<file path="config.mk">
export PLATFORM = sky130hd
export DESIGN_NAME = fib_call_adapter
export DESIGN_NICKNAME = d
export VERILOG_FILES = /design/src/rtl/fib_call_adapter.sv
export SDC_FILE = /design/constraint.sdc
export NUM_CORES = 1
export LEC_CHECK = 0
export ABC_AREA = 1
export ABC_CLOCK_PERIOD_IN_PS = 1600
export CAP_MARGIN = 5
export CORE_MARGIN = 2
export CORE_UTILIZATION = 40
export DETAILED_ROUTE_END_ITERATION = 12
export PLACE_DENSITY = 0.8
export SLEW_MARGIN = 20
export SYNTH_ARGS = -nofsm -noshare
export SYNTH_HDL_FRONTEND = slang
export SYNTH_SLANG_ARGS = --single-unit
export TNS_END_PERCENT = 10
</file>
<file path="constraint.sdc">
create_clock -name clk -period 1.6 [get_ports clk]
set_input_delay 0.24 -clock clk [delete_from_list [all_inputs] [get_ports clk]]
set_output_delay 0.24 -clock clk [all_outputs]
set_load 0.1 [all_outputs]
</file>
<file path="src/rtl/fib_call_adapter.sv">
// fib_call_adapter: valid/ready front-end that launches one fib core call per request.
// Optional watchdog abort enabled by defining FIB_TIMEOUT_EN.
`default_nettype none

module fib_call_adapter #(
    parameter int N_W        = 6,
    parameter int D_W        = 32,
    parameter int TMO_CYCLES = 1024
) (
    input  logic           clk,
    input  logic           rst_n,
    input  logic           req_valid_i,
    output logic           req_ready_o,
    input  logic [N_W-1:0] req_n_i,
    input  logic [D_W-1:0] req_a_i,
    input  logic [D_W-1:0] req_b_i,
    output logic           rsp_valid_o,
    input  logic           rsp_ready_i,
    output logic [D_W-1:0] rsp_data_o,
    output logic           rsp_err_o,
    output logic           busy_o,
    output logic           fib_r_enable_o,
    output logic [N_W-1:0] fib_init_n_o,
    output logic [D_W-1:0] fib_init_a_o,
    output logic [D_W-1:0] fib_init_b_o,
    input  logic           fib_w_enable_i,
    input  logic [D_W-1:0] fib_result_i
);

    localparam logic [1:0] S_IDLE = 2'd0;
    localparam logic [1:0] S_LOAD = 2'd1;
    localparam logic [1:0] S_WAIT = 2'd2;
    localparam logic [1:0] S_RESP = 2'd3;

    logic [1:0]     state_q, state_d;
    logic [N_W-1:0] init_n_q;
    logic [D_W-1:0] init_a_q, init_b_q;
    logic [D_W-1:0] rsp_data_q;
    logic           accept;
    logic           done;
    logic           timeout;

    assign accept = (state_q == S_IDLE) && rst_n && req_valid_i;
    assign done   = (state_q == S_WAIT) && fib_w_enable_i;

`ifdef FIB_TIMEOUT_EN
    localparam int              WD_W    = $clog2(TMO_CYCLES + 1);
    localparam logic [WD_W-1:0] WD_LAST = WD_W'(TMO_CYCLES - 1);
    localparam logic [WD_W-1:0] WD_MAX  = {WD_W{1'b1}};

    logic [WD_W-1:0] wdog_q;
    logic            rsp_err_q;

    // Counter holds the number of WAIT cycles already elapsed, so the
    // TMO_CYCLES-th WAIT cycle is the one that aborts.
    assign timeout = (state_q == S_WAIT) && !fib_w_enable_i && (wdog_q >= WD_LAST);

    always_ff @(posedge clk or negedge rst_n) begin
        if (!rst_n) begin
            wdog_q    <= '0;
            rsp_err_q <= 1'b0;
        end else begin
            if (state_q == S_LOAD) begin
                wdog_q <= '0;
            end else if (state_q == S_WAIT && wdog_q != WD_MAX) begin
                wdog_q <= wdog_q + 1'b1;
            end
            if (done) begin
                rsp_err_q <= 1'b0;
            end else if (timeout) begin
                rsp_err_q <= 1'b1;
            end
        end
    end

    assign rsp_err_o = rsp_err_q;
`else
    assign timeout   = 1'b0;
    assign rsp_err_o = 1'b0;
`endif

    always_ff @(posedge clk or negedge rst_n) begin
        if (!rst_n) begin
            state_q <= S_IDLE;
        end else begin
            state_q <= state_d;
        end
    end

    always_comb begin
        state_d = state_q;
        case (state_q)
            S_IDLE:  if (accept) state_d = S_LOAD;
            S_LOAD:  state_d = S_WAIT;
            S_WAIT:  if (done || timeout) state_d = S_RESP;
            S_RESP:  if (rsp_ready_i) state_d = S_IDLE;
            default: state_d = S_IDLE;
        endcase
    end

    always_comb begin
        req_ready_o    = (state_q == S_IDLE) && rst_n;
        fib_r_enable_o = (state_q == S_LOAD);
        busy_o         = (state_q == S_LOAD) || (state_q == S_WAIT);
        rsp_valid_o    = (state_q == S_RESP);
    end

    // Operands stay on the core inputs until the next accept.
    always_ff @(posedge clk or negedge rst_n) begin
        if (!rst_n) begin
            init_n_q   <= '0;
            init_a_q   <= '0;
            init_b_q   <= '0;
            rsp_data_q <= '0;
        end else begin
            if (accept) begin
                init_n_q <= req_n_i;
                init_a_q <= req_a_i;
                init_b_q <= req_b_i;
            end
            if (done) begin
                rsp_data_q <= fib_result_i;
            end else if (timeout) begin
                rsp_data_q <= '0;
            end
        end
    end

    assign fib_init_n_o = init_n_q;
    assign fib_init_a_o = init_a_q;
    assign fib_init_b_o = init_b_q;
    assign rsp_data_o   = rsp_data_q;

endmodule

`default_nettype wire
</file>
==> flow_metrics.tcl, run 1 <==
set metrics [dict create \
    critPathLaunchType "register" \
    crit_type "reg2out" \
    crit_fanout 4 \
    holdWs_ps 388 \
    required_ps 1360 \
    slew_headroom 0.524 \
    dp_hpwl_microns 9720 \
    min_from "req_valid_i" \
    synthTopCellsByArea "dfrtp_1 61%, nand2_1 19%, nand3_1 12%, buf_2 2.6%, buf_8 2.5%" \
    clockBufferDepth 2 \
    syn_inst 470 \
    grt_pass1_wl_microns 21100 \
    hold_end "state_q[1]" \
    core-area_sq_um 10400 \
    fp.dieH_microns 107 \
    synth_area_sq_um 4280 \
    ant_nets 0 \
    arrival_ps 1310 \
    max_cap_viol_count 0 \
    port_buffers 212 \
    nNetsFinal 786 \
    start_util 0.412 \
    clk_transition_reported_paths_ps 100 \
    seq_area_frac_synth 0.609 \
    num_rows 37 \
    final_common_cell "nand2_1" \
    ff2ff_setup_slack_ps 160 \
    hold_viol 0 \
    hold_path.class "in2reg" \
    postRouteWirelength_microns 13100 \
    ios 214 \
    yosysTopAreaCell "dfrtp_1" \
    report.final.slew_viol_count 0 \
    worstMarginPinSlew_ps 714 \
    cts_tree "built" \
    reg2reg_to "rsp_data_o[29]" \
    yosys_warnings 0 \
    grt_usage 0.234 \
    grt_pass1_vias 4160 \
    avgSynthCellArea_sq_um 9.10 \
    dr.first_iter.drc_count 248 \
    first_pass_iters 4 \
    rsz0062_at_grt "yes" \
    ff2ff_path_depth 6 \
    max_freq_ghz 0.645 \
    ys_ff_latch 104 \
    status "complete, no violations" \
    fin_crit_sh 0.969 \
    min_period_ps 1550 \
    setup_viol 0 \
    via_count 3977 \
    fin_skew_ps 5.74 \
    cts_sinks 104 \
    nFillCells 676 \
    drc 0 \
    die_w_microns 107 \
    hold_path_depth 5 \
    end_kind "primary output" \
    antenna_found_initial 0 \
    grt_start_max_net_pins 80 \
    grt_overflow 0 \
    area_growth_pct 82.4 \
    cts_max_level 3 \
    syn-num-nets 581 \
    clk_latency_ps 370 \
    drive_gt1_frac 0.218 \
    routabilityCongestion 0.743 \
    netlist.area_leader.share 0.609 \
    dieArea_sq_um 11500 \
    diodes 0 \
    viasPerCell 4.87 \
    cts_buffers 9 \
    ys_types 14 \
    mostFrequentLayoutCells "214 x nand2_1, 110 x buf_12, 104 x nand3_1, 104 x dfrtp_1, 104 x clkdlybuf4s50_1" \
    rr_startpoint "state_q[1]" \
    cts_root_buf "clkbuf_8" \
    wl_per_cell_microns 16.0 \
]
critical path: stages, from the launching register on:
cell	delay [ps]
dfrtp_1	420
inv_2	100
ha_4	160
nand2_4	50
clkinv_4	50
buf_12	160
Yosys cell counts (all sizes together):
library cell / number
nand2: 215
nand3: 105
inv: 6
clkbuf: 2
ha: 4
conb: 1
or2: 1
dfrtp: 104
buf: 32
cell families after synthesis:
family                     share of synthesized area
adders and majority gates                     0.0117
buffers and inverters                         0.0647
DFF                                            0.609
other                                       0.000877
and+or+nand+nor                                0.314
per-stage QoR:
step                      setup TNS, ps  setup slack [ps]  instances  area (sq um)   util
final                                 0              49.6        816          7800  0.752
after global routing              -11.7             -11.7        816          7800  0.752
after CTS                         -2.26             -2.26        816          7790  0.751
after detailed placement              0               106        796          7520  0.725
after global placement                0               197        796          7520  0.725
after floorplan                       0              14.1        470          4280      -
layer usage:
layer | vias up | GRT usage | part of all wire
met5 | - | 0 | 0
met3 | 27 | 0.0835 | 0.084
li1 | 1899 | - | -
met4 | 0 | 0.0934 | 0.027
met2 | 158 | 0.407 | 0.51
met1 | 1893 | 0.262 | 0.38
flip-flops by register name (all words and copies together), names as in the netlist:
| name | count |
|---|---|
| fib_init_a_o | 32 |
| fib_init_b_o | 32 |
| rsp_data_o | 32 |
| fib_init_n_o | 6 |
| state_q | 2 |
area by class of cell:
type / count / area (sq um) / area share
clock buffers: 9 / 124 / 0.0159
well taps: 136 / 170 / 0.0218
inverters: 6 / 27.5 / 0.00353
flip-flops and latches: 104 / 2600 / 0.334
clock inverters: 7 / 100 / 0.0128
multi-input cells: 326 / 1420 / 0.182
repair buffers: 228 / 3350 / 0.430
worst max-delay path by stage:
stage / startpoint / end / slack (ps)
6_report: state_q[1] / req_ready_o / 50
4_1_cts: state_q[1] / req_ready_o / -2
2_1_floorplan: state_q[0] / state_q[1] / 10
3_5_place_dp: state_q[1] / fib_init_b_o[14] / 110
5_1_grt: state_q[1] / req_ready_o / -10
3_3_place_gp: state_q[0] / fib_init_b_o[28] / 200
timing repair:
item	4_1_cts	5_1_grt
gates resized for setup	6	2
hold buffers	1	0
pin swaps	1	1
endpoints found under the hold margin	25	0
setup endpoints to repair	2	2
buffers inserted	3	0
Power of run 1 is left out: the tool's default activity adds up to more than one toggle a clock period on the data nets, which glitch-free logic cannot reach.
==> inputs of run 2 (changes only) <==
- ABC_AREA: 1 -> not set
- ABC_CLOCK_PERIOD_IN_PS: 1600 -> 1700
- CORE_UTILIZATION: 40 -> 39
- clock period: 1.6 -> 1.7 ns (I/O delays scaled with it)
==> run 2 against run 1 <==
Net effect: final area is 1.3% lower; global-route usage is 4.1 points lower; wire length is 21% lower; register-to-register slack worse by 70 ps; sequential share of layout area is 0.46 points higher; worst hold slack better by 110 ps; synthesized area is 6.0% lower; first-iteration DRC count is 74% lower; sequential cell count stayed put; critical path depth is 1 lower; final cell count is 27% lower.
==> flow_metrics.tcl, run 2 <==
set metrics [dict create \
    rsz0062_at_grt "yes" \
    core-area_sq_um 10200 \
    crit_type "reg2out" \
    max_freq_ghz 0.610 \
    fin_cells 599 \
    critPathLaunchType "register" \
    crit_start "state_q[0]" \
    dieArea_sq_um 11100 \
    yosysTopAreaCell "dfrtp_1" \
    wl_met3_microns 796 \
    cts_root_buf "clkbuf_8" \
    nFillCells 605 \
    fin_crit_sh 0.965 \
    syn_inst 233 \
    critPathBufInv 2 \
    grt_pass1_wl_microns 16600 \
    min_from "req_n_i[4]" \
    area_growth_pct 91.4 \
    grt_usage 0.193 \
    place_inst 580 \
    status "complete, no violations" \
    fin_util 0.755 \
    cpPeakStageDelay_ps 430 \
    synthTopCellsByArea "dfrtp_1 65%, mux2_2 27%, clkbuf_8 2.4%, mux2_4 2.2%, ha_1 1.2%" \
    dp_hpwl_microns 8160 \
    end_kind "primary output" \
    start_util 0.395 \
    clockBufferDepth 2 \
    first_pass_iters 4 \
    rr_startpoint "state_q[0]" \
    mostFrequentLayoutCells "109 x buf_12, 105 x clkdlybuf4s50_1, 104 x dfrtp_1, 97 x mux2_2, 10 x clkbuf_8" \
    dp_slack_ps -2.32 \
    worstPathCellList "inv_2, ha_4, and2_4, buf_12" \
    crit_fanout 4 \
    drc 0 \
    min_period_ps 1640 \
    ios 214 \
    num_rows 37 \
    drive_gt1_frac 0.527 \
    yosys-top-cells-count "104 x dfrtp_1, 97 x mux2_2, 7 x clkbuf_8" \
    hold_viol 0 \
    crit_family "flip-flops" \
    cts_sinks 104 \
    cts_buffers 9 \
    antenna_found_initial 0 \
    ys_types 15 \
    die_w_microns 106 \
    seq_area_frac_synth 0.647 \
    grt_overflow 0 \
    yosys_most_used_dff "dfrtp_1" \
    fin_skew_ps 11.1 \
    synth_area_sq_um 4020 \
    fp.dieH_microns 106 \
    ant_nets 0 \
    final_common_cell "buf_12" \
    synth_most_common_cell "dfrtp_1" \
    ys_ff_latch 104 \
    routabilityCongestion 0.750 \
    avgSynthCellArea_sq_um 17.3 \
    arrival_ps 1390 \
    grt_start_max_net_pins 80 \
    wl_met2_microns 5480 \
    hold_path.class "in2reg" \
    diodes 0 \
    required_ps 1440 \
    layout_setup_ws_ps 59.4 \
    cts_max_level 3 \
    yosys_warnings 0 \
    crit_slowest_cell "dfrtp_1" \
    nNetsFinal 569 \
    wl_met1_microns 3800 \
    via_count 2791 \
    clk_transition_reported_paths_ps 100 \
    synthArstFlopShare 1.00 \
    synth_edf_count 0 \
    max_cap_viol_count 0 \
    port_buffers 212 \
    highest_layer "met4" \
    report.final.slew_viol_count 0 \
    clk_latency_ps 360 \
    setup_viol 0 \
    postRouteWirelength_microns 10400 \
    syn-num-nets 344 \
    cts_tree "built" \
    viasPerCell 4.66 \
    wl_per_cell_microns 17.3 \
    holdWs_ps 503 \
    dr.first_iter.drc_count 65 \
    netlist.area_leader.share 0.647 \
    grt_pass1_vias 3149 \
]
-- run 2: changes by cell type after synthesis, sizes merged, moves of 3 or more --
cell	before	now
mux2	0	103
buf	32	4
clkbuf	2	7
nand3	105	0
nand2	215	3
inv	6	3
-- run 2: layer usage --
layer | up-vias | track usage
li1 | 1256 | -
met1 | 1388 | 0.206
met2 | 125 | 0.345
met3 | 22 | 0.0637
met4 | 0 | 0.0902
met5 | - | 0
-- run 2: cells by family (layout without fill, tap and decap cells) --
family,count (synthesis),in the layout,share of synthesized area
AOI/OAI and AO/OA,2,2,0.00467
adders and majority gates,4,4,0.0124
buffers and inverters,14,244,0.0324
DFF,104,104,0.647
muxes,103,103,0.294
other,1,1,0.000933
and+or+nand+nor,5,5,0.00809
-- run 2: repair_timing --
item,CTS,global route
resized for setup,1,3
hold endpoints to repair,25,0
hold buffers,1,0
pin swaps,0,1
endpoints found under the setup margin,15,64
buffers inserted,0,1
-- run 2: stage by stage --
| stage | TNS, ps | instance area, sq um |
|---|---|---|
| floorplan | -185 | 4040 |
| global route | -44.3 | 7690 |
| CTS | -2.45 | 7630 |
| finish | 0 | 7690 |
| global placement | 0 | 7370 |
| detailed placement | -2.32 | 7370 |
-- run 2: path summary, 6_finish.rpt --
path | end | slack [ps] | cells after the start
worst max-delay path | req_ready_o | 60 | 4
max in group asynchronous | fib_init_b_o[7] | 610 | 4
min in group asynchronous | rsp_data_o[15] | 520 | 3
worst min register to register | rsp_data_o[29] | 580 | 1
worst min-delay path | fib_init_n_o[4] | 500 | 2
worst max register to register | state_q[1] | 90 | 5
-- run 2: final cells by class --
class / count / area [sq um] / area share
Sequential cell: 104 / 2600 / 0.338
Tap cell: 136 / 170 / 0.0221
Clock buffer: 10 / 138 / 0.0179
Inverter: 3 / 11.3 / 0.00146
Timing Repair Buffer: 225 / 3340 / 0.434
Multi-Input combinational cell: 115 / 1320 / 0.171
Clock inverter: 6 / 115 / 0.0150
Power of run 2 is left out for the same reason.
